**config.mk**
```make
export PLATFORM = sky130hd
export DESIGN_NAME = fetch_stage
export DESIGN_NICKNAME = d
export VERILOG_FILES = /design/src/rtl/fetch_stage.sv
export SDC_FILE = /design/constraint.sdc
export NUM_CORES = 1
export LEC_CHECK = 0
export CORE_MARGIN = 8
export CORE_UTILIZATION = 45
export CTS_CLUSTER_DIAMETER = 150
export CTS_CLUSTER_SIZE = 14
export DETAILED_ROUTE_END_ITERATION = 8
export PLACE_DENSITY = 0.86
export SLEW_MARGIN = 15
export SYNTH_ARGS = -nofsm -noshare
export SYNTH_HDL_FRONTEND = slang
export SYNTH_SLANG_ARGS = --single-unit
export TNS_END_PERCENT = 100
```
**constraint.sdc**
```tcl
create_clock -name clk -period 4.32 [get_ports clk]
set_clock_uncertainty 0.15 [all_clocks]
set_input_delay 1.08 -clock clk [delete_from_list [all_inputs] [get_ports clk]]
set_output_delay 1.08 -clock clk [all_outputs]
set_load 0.02 [all_outputs]
```
**src/rtl/fetch_stage.sv**
```systemverilog
// fetch_stage: IF stage and IF/ID pipeline register of the 5-stage RV32I core.
// It owns the fetch PC, drives the instruction ROM address, and holds the IF/ID
// register. The run/step controller produces run_en, which gates fetching.
//
// Redirect handshake: redirect_valid is a single-cycle request from EX that carries
// redirect_pc. There is no ready; the stage always accepts a redirect in the cycle
// it is presented. A redirect overrides any stall on both the PC and IF/ID.
module fetch_stage #(
    parameter logic [31:0] RESET_PC    = 32'h0000_0000,
    parameter logic [31:0] NOP         = 32'h0000_0013,
    parameter int          IMEM_AW     = 8,
    parameter logic [31:0] COUNT_RESET = 32'h0000_0000
) (
    input  logic               clk,
    input  logic               rstn,
    input  logic               run,
    input  logic               step,
    input  logic               f_stall,
    input  logic               d_stall,
    input  logic               redirect_valid,
    input  logic [31:0]        redirect_pc,
    output logic [IMEM_AW-1:0] imem_addr,
    input  logic [31:0]        imem_data,
    output logic [31:0]        pc_f,
    output logic [31:0]        ir_d,
    output logic [31:0]        pc_d,
    output logic               valid_d,
    output logic               run_en,
    output logic [31:0]        fetch_count,
    output logic [1:0]         dbg_state
);

    typedef enum logic [1:0] {
        S_IDLE = 2'd0,
        S_RUN  = 2'd1,
        S_STEP = 2'd2
    } state_t;

    state_t      state;
    state_t      state_next;
    logic        step_q;
    logic        step_rise;
    logic        fe;
    logic        load;
    logic [31:0] pc_next;
    logic [31:0] ir_next;
    logic [31:0] pc_d_next;
    logic        valid_next;
    logic [31:0] count_next;

    // The two low redirect bits are discarded: targets are always word aligned.
    logic        unused_redirect_lsbs;
    assign unused_redirect_lsbs = ^redirect_pc[1:0];

    // ROM word address is taken straight from the fetch PC.
    assign imem_addr = pc_f[IMEM_AW+1:2];

    // Controller outputs: any non-idle state enables fetching.
    assign run_en    = (state != S_IDLE);
    assign dbg_state = state;
    assign step_rise = step & ~step_q;

    // Fetch enable, and a "real instruction enters IF/ID" flag used by the
    // counter and by the single-step controller.
    assign fe   = run_en & ~f_stall;
    assign load = ~redirect_valid & ~d_stall & fe;

    // Controller state and step edge detector registers.
    always_ff @(posedge clk) begin
        if (!rstn) begin
            state  <= S_IDLE;
            step_q <= 1'b0;
        end else begin
            state  <= state_next;
            step_q <= step;
        end
    end

    // Controller next state. STEP only leaves once an instruction has actually
    // loaded, so a stalled step waits rather than being lost. Step edges outside
    // IDLE are ignored; run seen during STEP is honoured from IDLE afterwards.
    always_comb begin
        state_next = state;
        case (state)
            S_IDLE: begin
                if (run) begin
                    state_next = S_RUN;
                end else if (step_rise) begin
                    state_next = S_STEP;
                end
            end
            S_RUN: begin
                if (!run) begin
                    state_next = S_IDLE;
                end
            end
            S_STEP: begin
                if (load) begin
                    state_next = S_IDLE;
                end
            end
            default: state_next = S_IDLE;
        endcase
    end

    // Next fetch PC: redirect beats stall, stall beats sequential advance.
    // Sequential advance wraps naturally at 32 bits.
    always_comb begin
        pc_next = pc_f;
        if (redirect_valid) begin
            pc_next = {redirect_pc[31:2], 2'b00};
        end else if (f_stall) begin
            pc_next = pc_f;
        end else if (run_en) begin
            pc_next = pc_f + 32'd4;
        end
    end

    // Next IF/ID contents: redirect flushes (keeping pc_d), d_stall holds,
    // no fetch inserts a bubble, otherwise capture the ROM word and its PC.
    always_comb begin
        ir_next    = ir_d;
        pc_d_next  = pc_d;
        valid_next = valid_d;
        if (redirect_valid) begin
            ir_next    = NOP;
            valid_next = 1'b0;
        end else if (d_stall) begin
            ir_next    = ir_d;
            pc_d_next  = pc_d;
            valid_next = valid_d;
        end else if (!fe) begin
            ir_next    = NOP;
            valid_next = 1'b0;
        end else begin
            ir_next    = imem_data;
            pc_d_next  = pc_f;
            valid_next = 1'b1;
        end
    end

    // Saturating count of real instructions loaded into IF/ID.
    always_comb begin
        count_next = fetch_count;
        if (load && (fetch_count != 32'hFFFF_FFFF)) begin
            count_next = fetch_count + 32'd1;
        end
    end

    // PC, IF/ID and counter registers; reset overrides everything.
    always_ff @(posedge clk) begin
        if (!rstn) begin
            pc_f        <= RESET_PC;
            ir_d        <= NOP;
            pc_d        <= 32'h0000_0000;
            valid_d     <= 1'b0;
            fetch_count <= COUNT_RESET;
        end else begin
            pc_f        <= pc_next;
            ir_d        <= ir_next;
            pc_d        <= pc_d_next;
            valid_d     <= valid_next;
            fetch_count <= count_next;
        end
    end

endmodule

```
# Word-level counts from Yosys, hierarchy flattened
# Cells that the tools add are included.
# totals
register_bits	132
latchBits	0
ramBits	0
rom_bits	0
input_bits	71
wordCells	45
memories	0
# classes
addsub	2
multipliers	0
div	0
n_lt_le_gt_ge	0
eq_ne	7
shifts	0
muxes	10
bitwise	9
reduce_logical	9
# ops
cell	n
$mux W32	4
$add A32 B1 Y32 const B	1
$add A32 B3 Y32 const B	1
$ne A32 B32 Y1 const B	1
$mux W2	4
$pmux W2 S3	1
$reduce_and A3 Y1	2
$not A1 Y1	5
$and A1 B1 Y1	4
$ne A2 B2 Y1 const B	2
$reduce_and A2 Y1	2
$reduce_bool A2 Y1	2
$ne A3 B3 Y1 const B	1
$eq A2 B1 Y1 const B	1
$eq A2 B2 Y1 const B	1
$logic_not A2 Y1	1
$ne A2 B1 Y1 const B	1
$reduce_or A2 Y1	1
$logic_and A1 B1 Y1	1
$mux W1	1

# Depth between registers and ports, before layout
# Gate-level depths: netlist of run 1.
# depth
ltp_word	5
mapped_depth	8
ltp_nobuf	6

# Worst setup path before layout of run 1
# No wires, ideal clock.
# synth_timing
path_kind	input to register
startpoint	input port f_stall
endpoint	register fetch_count[26]
arrival_ns	2.706
required_ns	4.100
slack_ns	1.393
stages	7
path_buffers	2
path_cell_list	o21ba_2 > clkbuf_1 > nand2_1 > or4_1 > buf_2 > or3_1 > a21oi_1
# synth_via
elab_chain_len	4
# synth_rtl
item	line_no	text
start, declared	18	input logic f_stall,
$not A1 Y1 (no source line)	-	
$and A1 B1 Y1	65	assign fe = run_en & ~f_stall;
$and A1 B1 Y1	66	assign load = ~redirect_valid & ~d_stall & fe;
$logic_and A1 B1 Y1	145	if (load && (fetch_count != 32'hFFFF_FFFF)) begin
end signal, assigned	163	fetch_count <= count_next;
end, declared	29	output logic [31:0] fetch_count,
# Every way passes these cells.
# A chain may end at the register's enable or synchronous reset.

# Worst setup path in the final report of run 1
# layout_timing
startpoint	input port f_stall
endpoint	register fetch_count[31]
# The elaborated chain is that of the path after synthesis.

==> results of run 1 <==
synthesized netlist by cell type:
library cell | count | share of area, %
buf_2 | 3 | 0.27
a311oi_1 | 1 | 0.16
conb_1 | 1 | 0.066
nor4_2 | 1 | 0.22
and2_1 | 3 | 0.33
buf_1 | 3 | 0.20
dfxtp_1 | 128 | 45
nand4_1 | 20 | 2.2
nor2_1 | 82 | 5.4
o21ba_2 | 2 | 0.35
nor3_2 | 1 | 0.18
o211a_1 | 1 | 0.18
a21oi_1 | 94 | 8.3
o31ai_1 | 8 | 1.1
buf_4 | 13 | 1.7
nand2_1 | 126 | 8.4
a211oi_1 | 3 | 0.40
nand3_1 | 29 | 2.6
or4_1 | 9 | 1.2
nand4_2 | 1 | 0.22
o21bai_1 | 3 | 0.40
o31ai_2 | 1 | 0.22
or4_4 | 1 | 0.20
or2_2 | 1 | 0.11
inv_2 | 1 | 0.066
a2111oi_0 | 2 | 0.31
or3_1 | 11 | 1.2
nor3_1 | 10 | 0.89
xor2_1 | 18 | 2.8
ha_1 | 2 | 0.44
mux2i_1 | 9 | 1.6
clkbuf_1 | 38 | 2.5
o21ai_0 | 38 | 3.4
nor2b_1 | 3 | 0.33
xnor2_1 | 13 | 2.0
and3_1 | 8 | 0.89
nor4_1 | 7 | 0.77
and2_0 | 1 | 0.11
inv_1 | 7 | 0.47
nor4b_1 | 1 | 0.16
and4_1 | 5 | 0.77
mux2_2 | 1 | 0.20
nand2b_1 | 7 | 0.77
a31oi_1 | 5 | 0.55
tightest hold or removal path: stages, from the launching register on:
cell	delay, ns
dfxtp_1	0.30
nand2_1	0.05
a21oi_1	0.05
area by class of cell:
class                           count  area (um2)  share of cell area, %
Clock buffer                       23         488                   5.81
Clock inverter                      9         130                   1.55
Inverter                            8        30.0                  0.358
Multi-Input combinational cell    532        2820                   33.6
Sequential cell                   128        2560                   30.5
Tap cell                          172         215                   2.56
Timing Repair Buffer              218        2150                   25.6
power by group:
group          internal [mW]  total, mW  switching [mW]
sequential              1.21       1.25          0.0377
combinational          0.145      0.293           0.148
clock                  0.966       1.48           0.516
worst paths after layout:
| kind | slack, ns | startpoint | depth (start not counted) | endpoint |
|---|---|---|---|---|
| setup / recovery | 0.96 | f_stall | 7 | fetch_count[31] |
| setup reg to reg | 1.61 | dbg_state[1] | 6 | fetch_count[31] |
| hold reg to reg | 0.30 | pc_d[20] | 2 | pc_d[20] |
| hold / removal | 0.30 | pc_d[20] | 2 | pc_d[20] |
logic make-up after synthesis:
group	share of synthesized area (%)
flip-flops	45.3
XOR/XNOR	4.81
buffers and inverters	5.25
multiplexers	1.79
other	0.0664
AO/OA/AOI/OAI	15.3
AND/OR/NAND/NOR	27.0
adder cells (fa/ha/maj)	0.443
registers in the layout (all words and copies together) (netlist names):
signal / count
fetch_count: 32
ir_d: 32
pc_d: 30
pc_f: 30
dbg_state: 2
step_q: 1
valid_d: 1
stage by stage:
stage               instance area (um2)  worst slack [ns]  hold slack [ns]
CTS                                8380             0.988            0.304
finish                             8400             0.961            0.301
global route                       8400             0.799            0.316
floorplan                          5660              1.39            0.371
detailed placement                 7760             0.556            0.297
global placement                   7760             0.622            0.291
layer usage:
metal,wire [um],track usage (%),up-vias
met5,0,0,-
met4,398,8.53,0
met3,1650,8.57,30
met2,8470,33.9,204
met1,7100,24.7,2683
li1,-,-,2846
==> summary.txt, run 1 <==
Run status
  – Status: finished clean

Min path
  – Hold Path Class: reg -> reg

STA
  – # setup viols final: 0
  – Final hold vios: 0
  – Fin crit share: 77.7%
  – Slew margin rel.: 42.3%
  – Min Tclk post-route: roughly 3.4 ns
  – Final Max Slew Viols: 0
  – Setup_tns: 0 ns
  – Max Clk Rate: 298 MHz
  – RSZ-0062 raised after global routing: false
  – Slew @ Worst Pin: 0.864 ns

Clocking
  – Clock Latency Late Sink: 0.42 ns
  – Post-CTS Setup Bufs: 0
  – Clk sinks: 128
  – Resized cells post-CTS: 0
  – Clock root cell: clkbuf_16
  – Clock Tree Buf Depth: 2
  – CTS tree: built
  – Worst-path clk slew: 0.06 ns
  – CTS buffer count: 17
  – Hold-fix buffers, CTS: 0
  – # H-tree levels: 4

Detailed routing
  – Initial drt markers: 428
  – Detailed Routing Iterations Pass 1: 5
  – Routed vias: 5,763
  – Routed WL per cell: roughly 16 um
  – Antenna viol nets, final: 0
  – DRC viols: 0
  – DR vias/cell: between 5 and 6
  – Final wirelength: roughly 18,000 um

Place
  – Placed insts: 1,057
  – HPWL after DPL: 12,600 um
  – Gpl congestion: roughly 0.80
  – Port bufs: about 200

Layout
  – N_diodes: 0
  – Final net count: roughly 1,000
  – Commonest non-fill, non-tap cell in the layout: clkdlybuf4s50_1
  – Filler cell count: 1,018
  – Final Core Density: 67.6%
  – Finished Layout Cells: 1,090
  – Share of cells above drive strength 1: roughly 6.2%
  – Area grow syn2layout: 48.6%
  – Most frequent cells in the layout: clkdlybuf4s50_1, dfxtp_1, nand2_1

Critical path
  – CP top delay family: simple AND/OR/NAND/NOR gates
  – CP peak stage delay: 0.50 ns
  – Sum of buffers and inverters on the critical path: 2
  – Critical path type: in -> reg
  – CP max FO: 18
  – Worst setup SP type: primary input
  – WP data required: roughly 4.5 ns
  – CP max-delay cell: or4_1
  – Crit end category: flop
  – Critical Path AT: 3.55 ns
  – Worst-path cell chain: clkdlybuf4s50_1, o21bai_1, nor3_2, o31ai_4, buf_8, or4_1, a21oi_1

Floorplanning
  – Die area: 16,400 um2
  – # rows: 41
  – Chip Height: around 130 um
  – Core Area: 12,400 um2
  – Initial Utilization: 45.5%
  – I/O pin count: 211
  – Die X: 128 um

Global route
  – First-pass GRT wire length: 27,800 um
  – Vias in the first global route: 5,413
  – Largest net degree at the start of global routing: 67
  – Initial antenna violation count: 0
  – GR Util All Layers: 21.2%
  – Aggregate global routing overflow: 0

Logic synthesis
  – Area of the mapped netlist: 5650 um2
  – Synthesized flop and latch total: 128
  – Syn Inst Count: between 700 and 800
  – Yosys cell types: 44
  – Warnings from Yosys: 0
  – Register area share after synthesis: between 40 and 50%
  – Synth Area per Inst: 7.83 um2

Job
  – Maxcap violations: 0

Pwr
  – Pleak: 2.86 nW
  – PwrDens: 360 nW/um2
  – Worst ir drop on vdd: 0.000245 V
  – Total Power: 3.02 mW
(Power assumes the default switching activity.)
==> run 2: changes to the inputs <==
--- a/config.mk
+++ b/config.mk
@@ -6,11 +6,11 @@
 export NUM_CORES = 1
 export LEC_CHECK = 0
 export CORE_MARGIN = 8
-export CORE_UTILIZATION = 45
+export CORE_UTILIZATION = 40
 export CTS_CLUSTER_DIAMETER = 150
 export CTS_CLUSTER_SIZE = 14
 export DETAILED_ROUTE_END_ITERATION = 8
-export PLACE_DENSITY = 0.86
+export PLACE_DENSITY = 0.81
 export SLEW_MARGIN = 15
 export SYNTH_ARGS = -nofsm -noshare
 export SYNTH_HDL_FRONTEND = slang
==> constraint.sdc (replaced) <==
create_clock -name clk -period 2.7 [get_ports clk]
set_clock_uncertainty 0.15 [all_clocks]
set_input_delay 0.675 -clock clk [delete_from_list [all_inputs] [get_ports clk]]
set_output_delay 0.675 -clock clk [all_outputs]
set_load 0.02 [all_outputs]
==> summary.txt, run 2 (same netlist as run 1, synthesis figures left out) <==
Run status
  – Status: finished clean

Clocking
  – Clk sinks: about 130
  – Clock root cell: clkbuf_16
  – CTS buffer count: 17
  – # H-tree levels: 4
  – CTS tree: built
  – Hold-fix buffers, CTS: 0
  – Worst-path clk slew: 0.06 ns
  – Clock Latency Late Sink: 0.42 ns
  – Clock Tree Buf Depth: 2

Layout
  – Finished Layout Cells: 1,132
  – Area grow syn2layout: 54.2%
  – Filler cell count: 1,177
  – Most frequent cells in the layout: clkdlybuf4s50_1, dfxtp_1, nand2_1
  – N_diodes: 0
  – Final Core Density: 63.0%
  – Share of cells above drive strength 1: under 10%
  – Biggest regs: fetch_count x32, ir_d x32
  – Commonest non-fill, non-tap cell in the layout: clkdlybuf4s50_1
  – Final net count: 1,012

Place
  – Placed insts: 1,096
  – Port bufs: 204
  – HPWL after DPL: ~13,000 um
  – Gpl congestion: 0.802

Global route
  – GR Util All Layers: 19.4%
  – First-pass GRT wire length: about 28,000 um
  – Initial antenna violation count: 0
  – Largest net degree at the start of global routing: 67
  – Vias in the first global route: ~5,600
  – Aggregate global routing overflow: 0

Critical path
  – CP peak stage delay: around 0.63 ns
  – Sum of buffers and inverters on the critical path: 1
  – Critical Path AT: 1.67 ns
  – Crit end category: output port
  – Worst-path cell chain: or2_2, clkdlybuf4s50_1
  – WP data required: 1.88 ns
  – CP top delay family: buffers and inverters
  – CP max-delay cell: clkdlybuf4s50_1
  – Worst setup SP type: flop
  – Critical path type: reg -> out
  – CP max FO: 7

STA
  – Fin crit share: 92.4%
  – WHS: ~0.30 ns
  – RSZ-0062 raised after global routing: false
  – # setup viols final: 0
  – Final hold vios: 0
  – Max Clk Rate: ~400 MHz
  – Min Tclk post-route: 2.49 ns
  – Slew margin rel.: between 60% and 70%
  – Slew @ Worst Pin: a little under 0.6 ns
  – Final Max Slew Viols: 0

Detailed routing
  – DRC viols: 0
  – Initial drt markers: 363
  – Final wirelength: 18,000 um
  – DR vias/cell: roughly 5.2
  – Routed vias: 5,856
  – Antenna viol nets, final: 0
  – Routed WL per cell: roughly 16 um
  – Detailed Routing Iterations Pass 1: 5

Pwr
  – Pleak: 3.05 nW
  – Worst ir drop on vdd: 0.000349 V
  – PwrDens: 567 nW/um2

Floorplanning
  – I/O pin count: 211
  – Die X: 135 um
  – Die area: 18,200 um2
  – Core Area: 13,800 um2
  – Chip Height: 135 um
  – Initial Utilization: 40.9%
  – # rows: 43

Min path
  – Hold Path Class: reg -> reg

Job
  – Maxcap violations: 0
run 2: cell types whose count changed in the layout (fill, tap and decap cells not counted), sizes merged:
cell / previous run / this run
buf: 15 / 49
clkbuf: 23 / 17
bufinv: 3 / 4
clkinv: 2 / 3
inv: 8 / 12
run 2: path summary, 6_finish.rpt:
| kind | from | endpoint | slack, ns | cells after the start |
|---|---|---|---|---|
| max | dbg_state[1] | run_en | 0.21 | 2 |
| min | pc_d[26] | pc_d[26] | 0.30 | 2 |
| max reg2reg | fetch_count[15] | fetch_count[26] | 0.22 | 5 |
| min reg2reg | pc_d[26] | pc_d[26] | 0.30 | 2 |
run 2: layout make-up:
type | count | area, um2 | area share, %
inverters | 8 | 30.0 | 0.345
clock inverters | 15 | 208 | 2.38
clock buffers | 17 | 425 | 4.88
repair buffers | 252 | 2430 | 27.9
well taps | 180 | 225 | 2.59
flip-flops and latches | 128 | 2560 | 29.4
multi-input cells | 532 | 2830 | 32.4
run 2: report_power, final:
group          total, mW  switching, mW  internal (mW)
Combinational      0.492          0.244          0.248
Sequential          1.99         0.0601           1.93
Clock               2.46          0.900           1.56
Total               4.94           1.20           3.74
run 2: stage by stage:
| stage | setup TNS, ns | cell area (um2) | setup WS, ns | total power [mW] |
|---|---|---|---|---|
| 2_1_floorplan | 0 | 5660 | 0.168 | 2.26 |
| 3_3_place_gp | -0.0856 | 8030 | -0.0313 | 2.51 |
| 3_5_place_dp | -0.400 | 8030 | -0.0880 | 2.52 |
| 4_1_cts | 0 | 8670 | 0.0900 | 4.99 |
| 5_1_grt | 0 | 8710 | 0.0945 | 5.10 |
| 6_report | 0 | 8710 | 0.205 | 4.94 |
run 2: worst reg2reg max path, stage by stage (launching register included):
cell and delay, ns:
dfxtp_1 0.42, nand4_2 0.18, or4_4 0.59, or4_4 0.61, or3_1 0.33, a21oi_1 0.14
run 2: layer usage:
layer / up-vias / track usage (%) / routed length (um)
li1: 2918 / - / -
met1: 2740 / 22.5 / 7500
met2: 170 / 31.8 / 8580
met3: 28 / 7.76 / 1650
met4: 0 / 6.55 / 270
met5: - / 0 / 0
run 2: what timing repair did:
action,CTS,global route
endpoints found under the setup margin,0,7
buffers inserted,0,4
resized for setup,0,1
hold endpoints to repair,0,0
